**src/rtl/mask_enc_pkg.sv**
```systemverilog
// Shared types and constants for the 32-bit register-mask encoder.
package mask_enc_pkg;

  localparam int MASK_W     = 32;
  localparam int MASK_IDX_W = 5;

  typedef enum logic {
    IDLE  = 1'b0,
    DRAIN = 1'b1
  } state_e;

endpackage

```
**src/rtl/prienc_32.sv**
```systemverilog
// Combinational WIDTH-to-IDX_W priority encoder with a "one bit left" flag.
// Scan direction: MSB-first when MASK_ENC_MSB_FIRST_EN is defined, else LSB-first.
module prienc_32
  import mask_enc_pkg::*;
#(
  parameter  int WIDTH = MASK_W,
  localparam int IDX_W = $clog2(WIDTH)
) (
  input  logic [WIDTH-1:0] vec,
  output logic [IDX_W-1:0] idx,
  output logic             one_left
);

  // NOTE: idx gets a default before the loop so no path leaves it unassigned (no latch).
  always_comb begin
    idx = '0;
`ifdef MASK_ENC_MSB_FIRST_EN
    for (int i = 0; i < WIDTH; i++) begin
      if (vec[i]) idx = IDX_W'(i);
    end
`else
    for (int i = WIDTH - 1; i >= 0; i--) begin
      if (vec[i]) idx = IDX_W'(i);
    end
`endif
  end

  // Clearing the lowest set bit leaves zero only when exactly one bit was set.
  assign one_left = (vec != '0) && ((vec & (vec - WIDTH'(1))) == '0);

endmodule

```
**src/rtl/mask_encoder_32.sv**
```systemverilog
// Sequential mask encoder: accepts a multi-hot mask, emits one index per handshake.
// Emission order is descending when MASK_ENC_MSB_FIRST_EN is defined.
module mask_encoder_32
  import mask_enc_pkg::*;
#(
  parameter  int WIDTH = MASK_W,
  localparam int IDX_W = $clog2(WIDTH)
) (
  input  logic             clock,
  input  logic             ctrl_reset_n,
  input  logic             in_valid,
  output logic             in_ready,
  input  logic [WIDTH-1:0] in_mask,
  output logic             in_zero,
  output logic             out_valid,
  input  logic             out_ready,
  output logic [IDX_W-1:0] out_index,
  output logic             out_last,
  output logic             busy
);

  state_e           state_q, state_d;
  logic [WIDTH-1:0] pending_q, pending_d;
  logic             in_zero_q, in_zero_d;

  logic [IDX_W-1:0] enc_idx;
  logic             enc_one_left;

  prienc_32 #(.WIDTH(WIDTH)) u_prienc (
    .vec      (pending_q),
    .idx      (enc_idx),
    .one_left (enc_one_left)
  );

  always_comb begin
    state_d   = state_q;
    pending_d = pending_q;
    in_zero_d = 1'b0;
    case (state_q)
      IDLE: begin
        if (in_valid) begin
          if (in_mask != '0) begin
            pending_d = in_mask;
            state_d   = DRAIN;
          end else begin
            in_zero_d = 1'b1;
          end
        end
      end
      DRAIN: begin
        if (out_ready) begin
          pending_d = pending_q & ~(WIDTH'(1) << enc_idx);
          if (enc_one_left) state_d = IDLE;
        end
      end
      default: state_d = IDLE;
    endcase
  end

  // NOTE: state registers use non-blocking assignments so all flops update together.
  always_ff @(posedge clock or negedge ctrl_reset_n) begin
    if (!ctrl_reset_n) begin
      state_q   <= IDLE;
      pending_q <= '0;
      in_zero_q <= 1'b0;
    end else begin
      state_q   <= state_d;
      pending_q <= pending_d;
      in_zero_q <= in_zero_d;
    end
  end

  // Outputs depend only on registered state, never on in_* or out_ready.
  assign in_ready  = (state_q == IDLE);
  assign out_valid = (state_q == DRAIN);
  assign busy      = (state_q == DRAIN);
  assign out_index = enc_idx;
  assign out_last  = (state_q == DRAIN) && enc_one_left;
  assign in_zero   = in_zero_q;

endmodule

```
**config.mk**
```make
export PLATFORM = sky130hd
export DESIGN_NAME = mask_encoder_32
export DESIGN_NICKNAME = d
export VERILOG_FILES = /design/src/rtl/mask_enc_pkg.sv /design/src/rtl/prienc_32.sv /design/src/rtl/mask_encoder_32.sv
export SDC_FILE = /design/constraint.sdc
export NUM_CORES = 1
export LEC_CHECK = 0
export CAP_MARGIN = 20
export CORE_ASPECT_RATIO = 1.25
export CORE_MARGIN = 2
export CORE_UTILIZATION = 53
export DETAILED_ROUTE_END_ITERATION = 8
export PLACE_DENSITY = 0.8
export SLEW_MARGIN = 10
export SYNTH_ARGS = -nofsm -noshare
export SYNTH_HDL_FRONTEND = slang
export SYNTH_SLANG_ARGS = --single-unit
```
**constraint.sdc**
```tcl
create_clock -name clock -period 3.6 [get_ports clock]
set_input_delay 0.9 -clock clock [delete_from_list [all_inputs] [get_ports clock]]
set_output_delay 0.9 -clock clock [all_outputs]
set_load 0.005 [all_outputs]
```
==> results.txt <==
----------------------------------------------------
[Finish]
  Leading cell type in the layout, fill and taps excluded ... sky130_fd_sc_hd__buf_4
  Most used cells in the layout excluding fill and tap cells ... 57 x sky130_fd_sc_hd__buf_4, 44 x sky130_fd_sc_hd__clkdlybuf4s50_1, 33 x sky130_fd_sc_hd__nand2_1, 32 x sky130_fd_sc_hd__dfrtp_1, 30 x sky130_fd_sc_hd__o21ai_0
  Sequential cell area ... ~850 sq um
  Count of placed standard cells in the final layout, fillers left out ... 472
  Antenna Diode Count ... 0
  Share of cells above drive strength 1 ... 0.250
  Util after Layout ... 0.765
  Syn-to-layout area delta ... 39.2%
  Area taken by multi-input logic gates ... about 0.0017 sq mm
  Net count of the finished layout ... about 450
  Number of inserted filler cells in the final layout ... 359

[Timing]
  Final worst clock skew ... 0.00970 ns
  Setup repair after global routing missed its margin ... yes
  Top achievable clock speed ... ~0.28 GHz
  Slew at the pin closest to its max-slew limit ... 0.632 ns
  Shortest period the worst path allows ... around 3.6 ns
  Hold Violations, Final ... 0
  Final Max Tran Viols ... 0
  Final setup violation count ... 0
  Worst slew margin relative to its limit ... 0.577
  Tcrit/Tclk final ... 0.998

[Synth]
  Area contributors post-synth ... sky130_fd_sc_hd__dfrtp_1 33%, sky130_fd_sc_hd__o21ai_0 6.2%, sky130_fd_sc_hd__a22oi_1 5.2%
  Synthesized instance count ... 323
  Number of nets in the synthesized netlist ... 359
  Yosys warning total ... 0
  Count of distinct cell types in the synthesized netlist ... 58
  Synthesized area ... about 0.0026 sq mm
  Main synth FF type ... sky130_fd_sc_hd__dfrtp_1
  Sequential element share of the synthesized area ... 0.328
  Area fraction of the dominant cell type after synthesis ... 0.328
  Async set-reset flop share out of synthesis ... 1.00
  Number of flops mapped to enable cells by yosys ... 0
  Post-synthesis cell type with the largest combined area ... sky130_fd_sc_hd__dfrtp_1
  Synthesized area divided by synthesized cell count ... 8.04 sq um
  Total of flip-flops plus latches after synthesis ... 34

[Worst setup path]
  Nature of the critical path startpoint ... register
  Required time worst endpoint ... 2.70 ns
  Capturing element type of the critical path ... output pin
  Cell-by-cell listing of the critical path ... or4_4 -> or3_4 -> o32ai_2 -> nand4_1 -> nor4b_4 -> nor4b_2 -> buf_2
  Cell count of the worst reg-to-reg path ... 8
  Critical path peak fanout ... 4
  Type of the setup path with the least slack ... reg -> out
  Critical-path cell with the highest stage delay ... sky130_fd_sc_hd__or4_4
  Slowest stage delay, CP ... 0.53 ns
  Critical path arrival ... 2.69 ns

[Clock network]
  Clk pin slew, worst setup/hold paths ... 0.08 ns
  Later-pin clock latency in the skew report ... 0.30 ns
  Number of clock buffers inserted by TritonCTS ... 5
  Clock root buffer ... sky130_fd_sc_hd__clkbuf_8
  CTS HTree Levels ... 2
  Buffers from clock root to sink, at most ... 2
  Hold-fix buffers, CTS ... 0
  Clock tree from TritonCTS ... done
  CTS Sinks ... 34

[Die]
  Floorplan row count ... 28
  Floorplan Core Area ... around 0.0047 sq mm
  Initial cell density of the core ... 0.549
  Io pins ... 46
  Die Footprint ... 0.00548 sq mm
  Die width ... 66.6 um
  Die Height ... 82.3 um

[Global route]
  Overflow left after global routing ... 0
  Wire length of the first global-routing pass ... 14.4 mm
  Largest net degree at the start of global routing ... 35
  Via count of the first global-routing pass ... ~2900
  Gr usage total ... 0.353
  Antenna violations before repair ... 0

[Detailed routing]
  # DRC ... 0
  Router iterations before antenna repair ... 5
  Number of DRC markers in iteration 0 ... 362
  Via density per instance ... between 6 and 7
  Post-detailed-route count of antenna-violating nets ... 0
  Routed wirelength normalized by instance count ... about 20 um
  Routed vias ... 3058
  WL final ... 9.27 mm

[Status]
  Result of the run ... complete, no violations

[Power]
  Worst ir drop on vdd ... roughly 0.00028 V
  Leakage ... 1.53 nW
  Total power per unit cell area ... 442 mW/mm^2

[Worst hold path]
  Classification of the worst-slack hold path ... reg -> reg
  Hold-critical path depth ... 1

[Placed design]
  HPWL Detailed ... 6.74 mm
  Count of buffers inserted at the top-level ports ... 45
  Placed Cells incl. Taps ... approximately 460
  RePlAce Congestion ... between 0.9 and 1

[Flow run]
  Max Cap Viol ... 0

----------------------------------------------------
==> path summary, 6_finish.rpt <==
kind / from / to / slack, ns
hold / removal: pending_q[1] / pending_q[1] / 0.60
hold reg to reg: pending_q[1] / pending_q[1] / 0.60
setup reg to reg: pending_q[27] / pending_q[12] / 0.71
max in group asynchronous: ctrl_reset_n / pending_q[27] / 2.25
setup / recovery: pending_q[11] / out_last / 0.006
min in group asynchronous: ctrl_reset_n / pending_q[16] / 1.00
==> where the power goes <==
| part | switching [mW] | leakage (nW) | internal, mW |
|---|---|---|---|
| sequential | 0.0808 | 0.343 | 0.443 |
| clock | 0.156 | 0.0482 | 0.155 |
| combinational | 0.405 | 1.14 | 0.357 |
| total | 0.642 | 1.53 | 0.954 |
==> flip-flops by register name, indices dropped and copies added (netlist names) <==
name / cells
busy: 1
in_zero: 1
pending_q: 32
==> critical path, delay by kind of cell (launching register included) <==
kind	cells	cell delay (ns)
buf+inv	1	0.15
simple gates	5	1.71
compound gates	1	0.12
flops	1	0.43
==> cell usage after synthesis, types with 4 or more instances <==
library cell,count
sky130_fd_sc_hd__o211ai_1,6
sky130_fd_sc_hd__a31o_2,5
sky130_fd_sc_hd__inv_1,18
sky130_fd_sc_hd__dfrtp_1,34
sky130_fd_sc_hd__nor2b_1,4
sky130_fd_sc_hd__nor3_1,6
sky130_fd_sc_hd__nor4_1,14
sky130_fd_sc_hd__nand3_1,5
sky130_fd_sc_hd__a21o_1,4
sky130_fd_sc_hd__a22oi_1,18
sky130_fd_sc_hd__or2_2,4
sky130_fd_sc_hd__or4_1,4
sky130_fd_sc_hd__a21oi_1,10
sky130_fd_sc_hd__a22o_1,8
sky130_fd_sc_hd__clkbuf_1,15
sky130_fd_sc_hd__a31oi_1,4
sky130_fd_sc_hd__nand2_1,33
sky130_fd_sc_hd__o22ai_1,5
sky130_fd_sc_hd__o31ai_1,5
sky130_fd_sc_hd__o21ai_0,32
sky130_fd_sc_hd__nor2_1,29
==> what timing repair did <==
item	4_1_cts	5_1_grt
gates resized for setup	11	11
endpoints found under the hold margin	0	0
setup buffers	2	1
setup endpoints to repair	2	4
pin swaps	4	8
==> metrics by stage <==
step,TNS (ns),area [sq um],hold slack [ns],setup WS (ns),power [mW]
6_report,0,3620,0.604,0.00628,1.60
5_1_grt,-0.124,3620,0.616,-0.106,1.67
4_1_cts,-0.00352,3560,0.602,-0.00352,1.56
3_5_place_dp,-0.112,3430,0.588,-0.112,1.23
3_3_place_gp,-0.0425,3430,0.549,-0.0425,1.22
2_1_floorplan,0,2600,0.531,0.524,0.890
==> cell families after synthesis <==
kind of cell             synth area share
AND/OR/NAND/NOR                     0.268
AO/OA/AOI/OAI                       0.322
buffers and inverters              0.0665
flip-flops                          0.328
adder cells (fa/ha/maj)            0.0159
==> area by class of cell <==
cell class | count | area share
inverter | 19 | 0.0197
timing repair buffer | 102 | 0.242
tap | 60 | 0.0208
sequential | 34 | 0.236
multi-input combinational | 249 | 0.457
clock inverter | 1 | 0.00138
clock buffer | 7 | 0.0239
==> layer usage <==
| metal | vias to the layer above | GRT usage | part of all wire |
|---|---|---|---|
| met2 | 179 | 0.605 | 0.49 |
| met4 | 0 | 0.149 | 0.043 |
| met1 | 1437 | 0.428 | 0.39 |
| li1 | 1402 | - | - |
| met5 | - | 0 | 0 |
| met3 | 40 | 0.0759 | 0.077 |
No activity file was read; power rests on OpenSTA's default activity.
